==> config.mk <==
export PLATFORM = sky130hd
export DESIGN_NAME = fwd_scoreboard_flat
export DESIGN_NICKNAME = d
export VERILOG_FILES = /design/src/rtl/cpu_pipe_pkg.sv /design/src/rtl/fwd_scoreboard_if.sv /design/src/rtl/fwd_match.sv /design/src/rtl/fwd_scoreboard.sv /design/src/flat_wrapper.sv
export SDC_FILE = /design/constraint.sdc
export NUM_CORES = 1
export LEC_CHECK = 0
export CAP_MARGIN = 10
export CORE_ASPECT_RATIO = 1.25
export CORE_MARGIN = 2
export CORE_UTILIZATION = 45
export CTS_CLUSTER_SIZE = 14
export DETAILED_ROUTE_END_ITERATION = 10
export GPL_TIMING_DRIVEN = 0
export PLACE_DENSITY = 0.76
export REMOVE_ABC_BUFFERS = 1
export SLEW_MARGIN = 10
export SYNTH_ARGS = -nofsm -noshare
export SYNTH_HDL_FRONTEND = slang
export SYNTH_HIERARCHICAL = 1
export SYNTH_SLANG_ARGS = --single-unit
export TNS_END_PERCENT = 1
==> constraint.sdc <==
create_clock -name clk -period 2.3 [get_ports clk]
set_input_delay 0.46 -clock clk [delete_from_list [all_inputs] [get_ports clk]]
set_output_delay 0.46 -clock clk [all_outputs]
set_load 0.03 [all_outputs]
==> src/rtl/cpu_pipe_pkg.sv <==
// Shared pipeline types for the forwarding/interlock logic: slot record,
// architectural register constants and the select-width helper.
package cpu_pipe_pkg;

   localparam int          REG_W        = 5;
   localparam logic [4:0]  ZERO_REG_DEF = 5'd31;
   localparam logic [4:0]  LINK_REG     = 5'd30;

   // One in-flight instruction as seen by the forwarding network.
   typedef struct packed {
      logic             valid;
      logic [REG_W-1:0] rd;
      logic             wen;
      logic             load;
   } slot_t;

   // Width of a forwarding select: 0 = regfile, 1..depth = slot index + 1.
   function automatic int SEL_W(input int depth);
      return $clog2(depth + 1);
   endfunction

endpackage

==> src/rtl/fwd_scoreboard_if.sv <==
// Issue-side bundle between the register-fetch stage and the scoreboard.
// The RF stage (master) presents the issuing instruction; the scoreboard
// (slave) answers with stall, forwarding selects and the stall counter.
interface fwd_scoreboard_if
   import cpu_pipe_pkg::*;
#(
   parameter int DEPTH = 3,
   parameter int CNT_W = 16
);
   localparam int SW = SEL_W(DEPTH);

   logic             issue_valid;
   logic [REG_W-1:0] issue_rd;
   logic             issue_wen;
   logic             issue_load;
   logic [REG_W-1:0] src_a;
   logic [REG_W-1:0] src_b;
   logic [REG_W-1:0] src_c;
   logic             use_a;
   logic             use_b;
   logic             use_c;
   logic             squash;
   logic             stall;
   logic [SW-1:0]    sel_a;
   logic [SW-1:0]    sel_b;
   logic [SW-1:0]    sel_c;
   logic [CNT_W-1:0] stall_cnt;

   modport master (
      output issue_valid, issue_rd, issue_wen, issue_load,
      output src_a, src_b, src_c, use_a, use_b, use_c, squash,
      input  stall, sel_a, sel_b, sel_c, stall_cnt
   );

   modport slave (
      input  issue_valid, issue_rd, issue_wen, issue_load,
      input  src_a, src_b, src_c, use_a, use_b, use_c, squash,
      output stall, sel_a, sel_b, sel_c, stall_cnt
   );

endinterface

==> src/rtl/fwd_match.sv <==
// Priority search of the in-flight slots for one source operand.
// Returns the forwarding select of the youngest writer, or a hazard when
// that youngest writer is a load whose data is not yet available.
module fwd_match
   import cpu_pipe_pkg::*;
#(
   parameter int         DEPTH    = 3,
   parameter int         LOAD_LAT = 2,
   parameter logic [4:0] ZERO_REG = ZERO_REG_DEF,
   parameter int         SW       = SEL_W(DEPTH)
) (
   input  slot_t [DEPTH-1:0] slots,
   input  logic [REG_W-1:0]  src,
   input  logic              use_src,
   output logic [SW-1:0]     sel,
   output logic              hazard
);

   logic found;

   // Youngest-first scan; the first hit decides, older entries are ignored.
   always_comb begin
      // NOTE: every output of a combinational block gets a default first so no latch is inferred.
      sel    = '0;
      hazard = 1'b0;
      found  = 1'b0;
      if (use_src && (src != ZERO_REG)) begin
         for (int k = 0; k < DEPTH; k++) begin
            if (!found && slots[k].valid && slots[k].wen && (slots[k].rd == src)) begin
               found = 1'b1;
               if (slots[k].load && (k < LOAD_LAT - 1))
                  hazard = 1'b1;
               else
                  sel = SW'(k + 1);
            end
         end
      end
   end

endmodule

==> src/rtl/fwd_scoreboard.sv <==
// Forwarding and load-use interlock unit. Holds a DEPTH-entry shift register
// of in-flight destinations, resolves each source operand through fwd_match,
// combines hazards into a stall and counts stalled cycles (saturating).
module fwd_scoreboard
   import cpu_pipe_pkg::*;
#(
   parameter int         DEPTH    = 3,
   parameter int         LOAD_LAT = 2,
   parameter logic [4:0] ZERO_REG = ZERO_REG_DEF,
   parameter int         CNT_W    = 16
) (
   input  logic             clk,
   input  logic             reset,
   fwd_scoreboard_if.slave  bus
);

   localparam int SW = SEL_W(DEPTH);

   slot_t [DEPTH-1:0] slot_q, slot_d;
   logic [CNT_W-1:0]  stall_cnt_q, stall_cnt_d;
   logic [SW-1:0]     sel_a_raw, sel_b_raw, sel_c_raw;
   logic              hazard_a, hazard_b, hazard_c;
   logic              stall;
   logic              enter_valid;

   fwd_match #(.DEPTH(DEPTH), .LOAD_LAT(LOAD_LAT), .ZERO_REG(ZERO_REG), .SW(SW)) u_match_a (
      .slots(slot_q), .src(bus.src_a), .use_src(bus.use_a), .sel(sel_a_raw), .hazard(hazard_a)
   );
   fwd_match #(.DEPTH(DEPTH), .LOAD_LAT(LOAD_LAT), .ZERO_REG(ZERO_REG), .SW(SW)) u_match_b (
      .slots(slot_q), .src(bus.src_b), .use_src(bus.use_b), .sel(sel_b_raw), .hazard(hazard_b)
   );
   fwd_match #(.DEPTH(DEPTH), .LOAD_LAT(LOAD_LAT), .ZERO_REG(ZERO_REG), .SW(SW)) u_match_c (
      .slots(slot_q), .src(bus.src_c), .use_src(bus.use_c), .sel(sel_c_raw), .hazard(hazard_c)
   );

   // Squash wins over stall: a squashed instruction never interlocks.
   assign stall       = bus.issue_valid & ~bus.squash & (hazard_a | hazard_b | hazard_c);
   assign enter_valid = bus.issue_valid & ~stall & ~bus.squash;

   assign bus.stall     = stall;
   assign bus.sel_a     = stall ? '0 : sel_a_raw;
   assign bus.sel_b     = stall ? '0 : sel_b_raw;
   assign bus.sel_c     = stall ? '0 : sel_c_raw;
   assign bus.stall_cnt = stall_cnt_q;

   // Next slot contents: shift by one, new entry (or all-zero bubble) into slot 0.
   always_comb begin
      slot_d = '0;
      for (int k = 1; k < DEPTH; k++)
         slot_d[k] = slot_q[k-1];
      if (enter_valid)
         slot_d[0] = '{valid: 1'b1, rd: bus.issue_rd, wen: bus.issue_wen, load: bus.issue_load};
   end

   // Saturating stall counter.
   always_comb begin
      stall_cnt_d = stall_cnt_q;
      if (stall && (stall_cnt_q != '1))
         stall_cnt_d = stall_cnt_q + 1'b1;
   end

   // State registers; reset clears every slot so stall/sel drop immediately.
   always_ff @(posedge clk or posedge reset) begin
      if (reset) begin
         // NOTE: the whole slot array is reset, not just valid bits, because stall and sel are decoded straight from it.
         slot_q      <= '0;
         stall_cnt_q <= '0;
      end else begin
         // NOTE: sequential state uses non-blocking assignment so every slot samples its pre-edge neighbour.
         slot_q      <= slot_d;
         stall_cnt_q <= stall_cnt_d;
      end
   end

endmodule
==> src/flat_wrapper.sv <==
// flat-port wrapper written by rule: the top's interface ports become plain ports
module fwd_scoreboard_flat import cpu_pipe_pkg::*;
#(
   parameter int         DEPTH    = 3,
   parameter int         LOAD_LAT = 2,
   parameter logic [4:0] ZERO_REG = ZERO_REG_DEF,
   parameter int         CNT_W    = 16
)
  (clk, reset, bus_issue_valid, bus_issue_rd, bus_issue_wen, bus_issue_load, bus_src_a, bus_src_b, bus_src_c, bus_use_a, bus_use_b, bus_use_c, bus_squash, bus_stall, bus_sel_a, bus_sel_b, bus_sel_c, bus_stall_cnt);
  fwd_scoreboard_if #(.DEPTH(DEPTH), .CNT_W(CNT_W)) bus_i ();
  input  logic clk;
  input  logic reset;
  input wire logic [$bits(bus_i.issue_valid)-1:0] bus_issue_valid;
  input wire logic [$bits(bus_i.issue_rd)-1:0] bus_issue_rd;
  input wire logic [$bits(bus_i.issue_wen)-1:0] bus_issue_wen;
  input wire logic [$bits(bus_i.issue_load)-1:0] bus_issue_load;
  input wire logic [$bits(bus_i.src_a)-1:0] bus_src_a;
  input wire logic [$bits(bus_i.src_b)-1:0] bus_src_b;
  input wire logic [$bits(bus_i.src_c)-1:0] bus_src_c;
  input wire logic [$bits(bus_i.use_a)-1:0] bus_use_a;
  input wire logic [$bits(bus_i.use_b)-1:0] bus_use_b;
  input wire logic [$bits(bus_i.use_c)-1:0] bus_use_c;
  input wire logic [$bits(bus_i.squash)-1:0] bus_squash;
  output wire logic [$bits(bus_i.stall)-1:0] bus_stall;
  output wire logic [$bits(bus_i.sel_a)-1:0] bus_sel_a;
  output wire logic [$bits(bus_i.sel_b)-1:0] bus_sel_b;
  output wire logic [$bits(bus_i.sel_c)-1:0] bus_sel_c;
  output wire logic [$bits(bus_i.stall_cnt)-1:0] bus_stall_cnt;
  assign bus_i.issue_valid = bus_issue_valid;
  assign bus_i.issue_rd = bus_issue_rd;
  assign bus_i.issue_wen = bus_issue_wen;
  assign bus_i.issue_load = bus_issue_load;
  assign bus_i.src_a = bus_src_a;
  assign bus_i.src_b = bus_src_b;
  assign bus_i.src_c = bus_src_c;
  assign bus_i.use_a = bus_use_a;
  assign bus_i.use_b = bus_use_b;
  assign bus_i.use_c = bus_use_c;
  assign bus_i.squash = bus_squash;
  assign bus_stall = bus_i.stall;
  assign bus_sel_a = bus_i.sel_a;
  assign bus_sel_b = bus_i.sel_b;
  assign bus_sel_c = bus_i.sel_c;
  assign bus_stall_cnt = bus_i.stall_cnt;
  fwd_scoreboard #(.DEPTH(DEPTH), .LOAD_LAT(LOAD_LAT), .ZERO_REG(ZERO_REG), .CNT_W(CNT_W)) u_core (.clk(clk), .reset(reset), .bus(bus_i));
endmodule
==> results.yml <==
worst_hold_path:
  holdPathEnd: "u_core/slot_d[17]"
  min_path_cells: 0
  hp-class: "register to register"
  hold_path_startpoint: "u_core/slot_d[9]"
critical_path:
  start_kind: "register"
  worstPathRequired_ps: 1840
  arrival_ps: 2440
  path_cells: "nor2b_1, a2111oi_2, nor4b_4, nor3b_4, nor3_2, nor2_2, buf_4, nor2b_1, buf_4"
  rr_endpoint: "u_core/bus.stall_cnt[14]"
  rr_worst_depth: 9
  worstSetupEndpointType: "output pin"
  r2r_setup_slack_ps: -540
  cpMaxStageDelayCell: "dfrtp_2"
  cp_max_fo: 5
  crit_type: "register to output pin"
  slowest_delay_ps: 430
  r2r-start: "u_core/slot_d[11]"
placement:
  gp_congestion: 0.8673
  post-place-ws_ps: -1806
  portBuffers: 51
  hpwl_um: 3720
clocking:
  cts_tree: "built"
  numCtsBuffers: 5
  clk_latency_ps: 280
  cts_buffer_depth: 2
  cts.sinks: 38
  htree_levels: 2
  holdBufCountCts: 0
  path_clk_slew_ps: 70
  root_buffer: "clkbuf_8"
floorplanning:
  dieWidth_um: 66.70
  start_util_pct: 46.75
  rows: 28
  io-pin-count: 52
  coreArea_um2: 4730
  die_y_um: 82.37
  dieArea_um2: 5493
layout:
  multi_input_area_um2: 1351
  antennaDiodeCount: 0
  final_common_cell: "dfrtp_1"
  fillers: 394
  nets: 310
  regArea_um2: 953.4
  area_growth_pct: 37.69
  drive_gt1_share_pct: 20.00
  final_cell_mix: "dfrtp_1 (36), clkdlybuf4s50_1 (29), xnor2_1 (25)"
global_routing:
  grtUsageMet3_pct: 4.065
  gr-total-overflow: 0
  busiest_layer: "met2"
  grt_max_degree: 39
  antenna_found_initial: 0
  met1_usage_pct: 24.17
  grt_pass1_vias: 1747
  grtUsageMet2_pct: 34.60
  grt_usage_pct: 20.05
  grt_pass1_wl_um: 8176
drt:
  first_iter_violations: 87
  routed_via_density: 5.297
  routed_wl_um: 5215
  wire_per_inst_um: 15.34
  dr.pass1.iters: 4
  ant_nets: 0
  route.detailed.drc: 0
  routed-via-count: 1801
sta:
  finalCritPeriodShare_pct: 126.0
  final_max_slew_viol_count: 0
  finalSetupTns_ps: -7617
  finalHoldViolCount: 0
  relSlewSlack_pct: 48.53
  min_period_ps: 2897
  fin_skew_ps: 5.216
  timing.final.ws_setup_ps: -597.1
  worst_pin_slew_ps: 770.9
  rsz0062_at_grt: "yes"
  fmaxAchievable_mhz: 345.2
  setup_violations: 23
power:
  comb_power_share_pct: 13.7
  intPower_w: 0.0009771
  powerDensity_nw_per_um2: 426.0
  power_frac_seq_pct: 54.5
  power_switching_w: 0.0003196
  power_leakage_nw: 1.324
  ir_drop_mv: 0.4983
  p_sw_share_pct: 24.65
  power_frac_clock_pct: 31.8
logic_synthesis:
  ys_warn_count: 6
  synthCells: 212
  avgSynthCellArea_um2: 10.43
  netlist_area_um2: 2211
outcome:
  status: "finished, violations left"
  violations: "negative setup slack"
run:
  max-cap-violations: 0
-- metrics by stage --
| step | hold WS (ps) | instances | total power, W | utilization [%] | instance area [um2] |
|---|---|---|---|---|---|
| after floorplan | 392.9 | 212 | 0.0007958 | - | 2211 |
| after global placement | 419.6 | 323 | 0.0008816 | 59.13 | 2796 |
| after detailed placement | 420.5 | 323 | 0.0008838 | 59.13 | 2796 |
| after CTS | 435.0 | 337 | 0.001309 | 63.92 | 3023 |
| after global routing | 449.8 | 340 | 0.001364 | 64.37 | 3044 |
| final | 430.0 | 340 | 0.001297 | 64.37 | 3044 |
-- worst max path at each step --
stage                       from           end  slack (ps)
3_3_place_gp        bus_src_b[2]     bus_stall       -1840
6_report       u_core/slot_d[11]  bus_sel_a[0]        -600
4_1_cts        u_core/slot_d[11]  bus_sel_a[0]        -530
3_5_place_dp        bus_src_b[2]     bus_stall       -1810
5_1_grt        u_core/slot_d[11]  bus_sel_a[0]        -730
2_1_floorplan  u_core/slot_d[12]  bus_sel_a[0]        -620
-- per-layer routing --
metal	share of wire [%]	wire length, um
met3	4.2	221
met5	0	0
met2	50	2582
met4	3.7	193
met1	43	2217
-- timing repair --
item | CTS | global route
setup buffers | 7 | 2
endpoints found under the setup margin | 31 | 23
gates resized for setup | 87 | 2
pin swaps | 8 | 1
cloned | 0 | 0
-- sequential cells by signal, summed over array words and instances, names as in the netlist --
name and count:
u_core/slot_q 7, u_core/bus.stall_cnt 16, u_core/slot_d 15
-- power by group through the flow --
stage | Clock [W] | Combinational, W | Sequential [W]
detailed placement | 0 | 0.000164 | 0.000720
global placement | 0 | 0.000161 | 0.000720
finish | 0.000412 | 0.000178 | 0.000707
CTS | 0.000425 | 0.000177 | 0.000707
floorplan | 0 | 0.0000820 | 0.000714
global route | 0.000462 | 0.000193 | 0.000709
-- final cells by class --
| cell class | instances | area share [%] |
|---|---|---|
| multi-input combinational | 163 | 44.39 |
| sequential | 38 | 31.32 |
| timing repair buffer | 61 | 17.96 |
| clock buffer | 7 | 2.507 |
| tap | 60 | 2.466 |
| inverter | 11 | 1.356 |
-- worst max-delay path, delay by kind of cell, from the launching register on --
kind                   cells  cell delay [ps]
AO/OA/AOI/OAI              1              380
flip-flops                 1              430
buffers and inverters      2              320
AND/OR/NAND/NOR            6             1040
Power figures use the tool's default switching activity.
